<file path="config.mk">
export PLATFORM = sky130hd
export DESIGN_NAME = if_fetch_stage
export DESIGN_NICKNAME = d
export VERILOG_FILES = /design/src/rtl/if_fetch_stage.sv
export SDC_FILE = /design/constraint.sdc
export NUM_CORES = 2
export LEC_CHECK = 0
export ABC_AREA = 1
export CAP_MARGIN = 0
export CORE_MARGIN = 8
export CORE_UTILIZATION = 40
export CTS_CLUSTER_DIAMETER = 200
export DETAILED_ROUTE_END_ITERATION = 8
export GPL_TIMING_DRIVEN = 0
export PLACE_DENSITY = 0.63
export SLEW_MARGIN = 20
export SYNTH_ARGS = -nofsm -noshare
export SYNTH_HDL_FRONTEND = slang
export SYNTH_SLANG_ARGS = --single-unit
</file>
<file path="constraint.sdc">
create_clock -name clk -period 5.4 [get_ports clk]
set_input_delay 1.08 -clock clk [delete_from_list [all_inputs] [get_ports clk]]
set_output_delay 1.08 -clock clk [all_outputs]
set_load 0.02 [all_outputs]
</file>
<file path="src/rtl/if_fetch_stage.sv">
// Instruction-fetch stage: loadable instruction memory, PC register and the IF/ID pipeline register.
// The program is streamed in under LoadInstructions; fetch runs from index 0 once loading stops.
module if_fetch_stage #(
  parameter int DEPTH = 64,
  parameter int AW    = 6
) (
  input  logic          clk,
  input  logic          Reset,
  input  logic          LoadInstructions,
  input  logic [31:0]   Instruction,
  input  logic          Stall,
  input  logic          Flush,
  input  logic          PCSrc,
  input  logic [31:0]   BranchTarget,
  output logic [31:0]   PC,
  output logic [31:0]   IF_ID_Instr,
  output logic [31:0]   IF_ID_PCPlus4,
  output logic [AW:0]   ProgLen,
  output logic          LoadOverflow
);

  logic [31:0] r_mem [DEPTH];
  logic [AW:0] r_prog_len;
  logic [AW:0] r_load_ptr;
  logic        r_load_prev;
  logic        r_overflow;
  logic [31:0] r_pc;
  logic [31:0] r_ifid_instr;
  logic [31:0] r_ifid_pc4;

  logic [AW:0]   w_ptr;
  logic          w_load_wr;
  logic [AW-1:0] w_idx;
  logic          w_in_range;
  logic [31:0]   w_fetch;
  logic [31:0]   w_pc_plus4;
  logic          w_unused_bt;

  // A rising LoadInstructions restarts the sequence at index 0 in the same cycle.
  assign w_ptr      = (LoadInstructions && !r_load_prev) ? '0 : r_load_ptr;
  assign w_load_wr  = LoadInstructions && Reset && !w_ptr[AW];
  assign w_idx      = r_pc[AW+1:2];
  assign w_in_range = (r_pc[31:AW+2] == '0) && ({1'b0, w_idx} < r_prog_len);
  assign w_fetch    = w_in_range ? r_mem[w_idx] : 32'h0;
  assign w_pc_plus4 = r_pc + 32'd4;
  assign w_unused_bt = ^BranchTarget[1:0];

  // Program storage and its length survive reset so a loaded program can be re-run.
  always_ff @(posedge clk) begin
    if (w_load_wr) begin
      r_mem[w_ptr[AW-1:0]] <= Instruction;
      r_prog_len           <= w_ptr + 1'b1;
    end
  end

  always_ff @(posedge clk or negedge Reset) begin
    if (!Reset) begin
      r_load_ptr  <= '0;
      r_load_prev <= 1'b0;
      r_overflow  <= 1'b0;
    end else begin
      r_load_prev <= LoadInstructions;
      if (LoadInstructions) begin
        if (w_ptr[AW]) r_overflow <= 1'b1;
        else           r_load_ptr <= w_ptr + 1'b1;
      end
    end
  end

  always_ff @(posedge clk or negedge Reset) begin
    if (!Reset) begin
      r_pc         <= '0;
      r_ifid_instr <= '0;
      r_ifid_pc4   <= '0;
    end else if (LoadInstructions) begin
      r_pc         <= '0;
      r_ifid_instr <= '0;
      r_ifid_pc4   <= '0;
    end else begin
      // A redirect moves the PC even while the hazard unit holds the IF/ID register.
      if (PCSrc)       r_pc <= {BranchTarget[31:2], 2'b00};
      else if (!Stall) r_pc <= w_pc_plus4;

      if (Flush) begin
        r_ifid_instr <= '0;
        r_ifid_pc4   <= '0;
      end else if (!Stall) begin
        r_ifid_instr <= w_fetch;
        r_ifid_pc4   <= w_pc_plus4;
      end
    end
  end

  assign PC            = r_pc;
  assign IF_ID_Instr   = r_ifid_instr;
  assign IF_ID_PCPlus4 = r_ifid_pc4;
  assign ProgLen       = r_prog_len;
  assign LoadOverflow  = r_overflow;

endmodule
</file>
* Word level (Yosys, flattened, before mapping)
Memories as Yosys holds them, arrays and structs flattened. Index checks and enable logic that the tools add are counted.
Word-level totals: flip-flop bits (word level) 112, memory bits (writable) 2048, input bits 70, logic and storage cells 35, memories kept 1
Memory list:
- r_mem | words 64, bits a word 32, rd ports 1, clocked after memory_dff 0, write ports 1, RTL line 22 | logic [31:0] r_mem [DEPTH];
Operators by class: add/sub/neg operators 2, order comparisons 1, equality and inequality tests 2, muxes and demuxes 12, bitwise gates (word level) 1, reduce and logical (&&, ||, !) cells 9
Operators with widths (number):
- $mux W32 | 9
- $add A32 B3 Y32 const B | 1
- $logic_not A24 Y1 | 1
- $add A7 B1 Y7 const B | 1
- $lt A6 B7 Y1 | 1
- $mux W7 | 1
- $ne A3 B2 Y1 const B | 2
- $logic_and A1 B1 Y1 | 4
- $reduce_and A2 Y1 | 2
- $logic_not A1 Y1 | 2
- $mux W1 | 2
- $not A1 Y1 | 1

* Depth between registers and ports, before layout
depth in word-level cells 7, gate-level depth with buffers 14, gate-level depth less buffers 12

* Least setup slack after synthesis
No wires, ideal clock.
kind input to register, start point input port LoadInstructions, end point memory r_mem[14][0] (enable), library setup time 421 ps, arrival 3330 ps, required time 4979 ps, slack 1649 ps, stages 8, path buffers 0, cells stage by stage inv_2 nor2_4 inv_2 nand2_1 inv_2 nor2_8 nand4_2 nor2_1
Between the ends: cells in the longest elaborated chain, start to end 6, elaborated cells on any way between the ends 7, classes of those cells mux (3); reduce/logical (4)
Ends and longest elaborated chain:
- start: declaration | RTL line 9 | input logic LoadInstructions,
- $logic_and A1 B1 Y1 | RTL line 40 | assign w_ptr = (LoadInstructions && !r_load_prev) ? '0 : r_load_ptr;
- $mux W7 | RTL line 40
- $logic_not A1 Y1 | RTL line 41 | assign w_load_wr = LoadInstructions && Reset && !w_ptr[AW];
- $logic_and A1 B1 Y1 * | RTL line 41
- net w_load_wr | RTL line 32 | logic w_load_wr;
- $mux W1 * | RTL line 50 | if (w_load_wr) begin
- $mux W1 (not written as such) * | RTL line 51 | r_mem[w_ptr[AW-1:0]] <= Instruction;
- end: declaration | RTL line 22
Mark *: on every way through the listed nets, which the timed path passes. The rest lies on a longest branch.

* Final worst setup path
start point input port LoadInstructions, end point memory r_mem[62][28] (enable)
Same word-level chain as after synthesis.

==> results.md <==
* Worst EP required at a little under 6 ns
* CTS Buffer Depth at 3
* RSZ-0062 raised after global routing: no
* DIE AREA at 234000 um^2
* Most frequent cells in the layout: nand2_1, edfxtp_1, nand3_1
* Drt initial violations at just over 10k
* Hold Vio Cnt, Final at 0
* Synth Warn # at 0
* Finished Core Util at 0.475
* Num Clock Sinks at between 2k and 2.5k
* Final hold slack at between 0.1 and 0.15 ns
* Worst-margin pin slew at ~1.2 ns
* Setup TNS at 0 ns
* Leak at ~37 nW
* Hpwl dp at 226000 um
* Cell Rows at roughly 170
* Post-CTS Repair Setup Buffers at 0
* GRT Total Usage at 0.264
* Syn Inst Count at around 7.4k
* Mapped Area at a little under 90000 um^2
* Core ar. at 217000 um^2
* Sequence of cells on the critical path: clkdlybuf4s50_1 -> inv_2 -> nor2_4 -> inv_2 -> nand2_1 -> inv_2 -> nor2_8 -> nand4_2 -> nor2_4 -> buf_16 -> buf_16
* Root Driver: clkbuf_16
* Synthesis-to-layout area growth at 18.1%
* Final setup vio count at 0
* Kind of critical path: in -> reg
* CP Max Fanout at 15
* Slew Limit Fails at 0
* Die Span Y at between 400 and 500 um
* Status: complete, no violations
* Effective utilization at floorplan at 0.402
* Cts hold-fix bufs at 0
* Global-route wire length before repair at 448000 um
* H-tree depth at 4
* Synth Area per Inst at roughly 12 um^2
* Sequential fraction of the synthesis area at 0.735
* Count of cell types in the netlist at 44
* Buffers added on ports at 169
* Via count at 64.2k
* Largest net degree at the start of global routing at 70
* Layout cells sized above 1 at 0.108
* Inst Count DP at 10.6k
* Placer Congestion at approximately 1
* Clk_lat worst skew at around 0.85 ns
* I/O pin count at around 170
* Drt drc at 0
* Final Skew at roughly 0.025 ns
* Commonest non-fill, non-tap cell in the layout: nand2_1
* CP endpoint kind: flop
* Startpoint types: input port
* Worst-case vdd ir drop at 0.428 mV
* CTS tree: yes
* Overflow after GRT at 0
* Vias per inst at 5.85
* Minimum clock period at approximately 4.0 ns
* Final Cycle Share at 0.738
* Final ANT Viol Nets at 0
* P per Cell Area at between 300 and 400 nW/um^2
* Detailed Route WL at about 320000 um
* Worst path max stage delay at 0.78 ns
* Synthesized flop and latch total at 2157
* Vias in the first global route at 60.2k
* Min-Delay Path Class: in -> async
* Routed len/inst at 29.4 um
* Drt pass-1 iters at 8
* Clk slew on worst S/H paths at 0.07 ns
* CP dominant cell by count: inv_2
* Nets@finish at around 8k
* Filler Cells Inserted at ~19k
* Crit-path slowest cell: nor2_4
* CP Data Arrival Time at 4.54 ns
* Initial antenna violation count at 21
* Post-cts resize count at 0
* FMAX at 0.251 GHz
* DIE WIDTH at a little under 500 um
* Non-Filler Instances at around 11k
* Slew headroom at 0.206
* Num CTS Buffers at a little over 200
* Max Cap Violations at 0
worst paths after layout:
| path | from | endpoint | slack, ns | depth (start not counted) |
|---|---|---|---|---|
| max reg2reg | PC[4]$_DFFE_PN0P_ | IF_ID_Instr[10]$_DFFE_PN0P_ | 1.51 | 10 |
| max | LoadInstructions | r_mem[62][28]$_DFFE_PP_ | 1.41 | 11 |
| min reg2reg | LoadOverflow$_DFFE_PN0P_ | LoadOverflow$_DFFE_PN0P_ | 0.48 | 1 |
| max in group asynchronous | Reset | IF_ID_Instr[5]$_DFFE_PN0P_ | 4.54 | 2 |
| min in group clk | LoadOverflow$_DFFE_PN0P_ | LoadOverflow$_DFFE_PN0P_ | 0.48 | 1 |
| min | Reset | IF_ID_PCPlus4[1]$_DFFE_PN0P_ | 0.12 | 1 |
report_power, final:
part	total, mW	internal (mW)	switching (mW)
logic	4.26	0.996	3.26
registers	18.6	18.5	0.0934
clock network	14.4	7.89	6.55
layer usage:
metal / vias up / share of wire / track usage
met5: - / 0.00015 / 0
met4: 8 / 0.067 / 0.142
met3: 893 / 0.12 / 0.0653
met2: 4547 / 0.44 / 0.409
met1: 31566 / 0.37 / 0.344
li1: 27196 / - / -
area by class of cell:
class	instances	area (um^2)	area share
Sequential cell	2157	64300	0.623
Multi-Input combinational cell	4690	21000	0.204
Clock buffer	254	5460	0.0529
Timing Repair Buffer	310	5070	0.0491
Tap cell	2854	3570	0.0346
Buffer	465	2180	0.0212
Clock inverter	133	1190	0.0115
Inverter	108	405	0.00393
Antenna cell	3	7.51	0.0000728
cells by family after synthesis:
kind of cell	after synthesis	share of synthesized area
DFF	2157	0.735
other	1	0.0000429
buffers and inverters	573	0.0296
AOI/OAI and AO/OA	86	0.00566
adders and majority gates	7	0.00100
and+or+nand+nor	4570	0.226
xor gates and xnor gates	25	0.00251
cells in the mapped netlist, drive strengths merged:
cell / instances / area [um^2]
conb: 1 / 3.75
o32ai: 1 / 8.76
o211ai: 7 / 52.6
o21ai: 52 / 260
a21oi: 9 / 45.0
nand3: 1895 / 9570
or2: 3 / 18.8
o22ai: 7 / 43.8
edfxtp: 2055 / 61700
o21bai: 2 / 15.0
a21o: 2 / 15.0
nand2: 2496 / 9370
a22o: 5 / 43.8
nand3b: 1 / 7.51
dfrtp: 102 / 2550
nand4: 7 / 50.1
and3: 1 / 6.26
nor3b: 1 / 7.51
clkbuf: 105 / 394
buf: 360 / 1790
clkinv: 1 / 3.75
nor2: 143 / 571
nor4: 2 / 18.8
nor3: 21 / 110
a32o: 1 / 10.0
inv: 107 / 402
xnor2: 4 / 35.0
ha: 7 / 87.6
xor2: 21 / 184
stage by stage:
step           setup slack, ns  area, um^2  total power, mW
6_report                  1.41      103000             37.3
3_3_place_gp             -5.64       92700             22.9
4_1_cts                   1.48      103000             37.2
5_1_grt                   1.33      103000             38.1
3_5_place_dp             0.627       96500             23.1
2_1_floorplan             1.65       87400             20.9
critical path: cells and delay by family:
family / cells / cell delay (ns)
buf+inv: 6 / 1.39
simple gates: 5 / 2.02
flip-flops by register name, indices dropped and copies added (netlist names):
register       cells
IF_ID_Instr       32
ProgLen            7
PC                30
LoadOverflow       1
r_load_ptr         7
IF_ID_PCPlus4     31
r_load_prev        1
r_mem           2048
(Power assumes the default switching activity.)
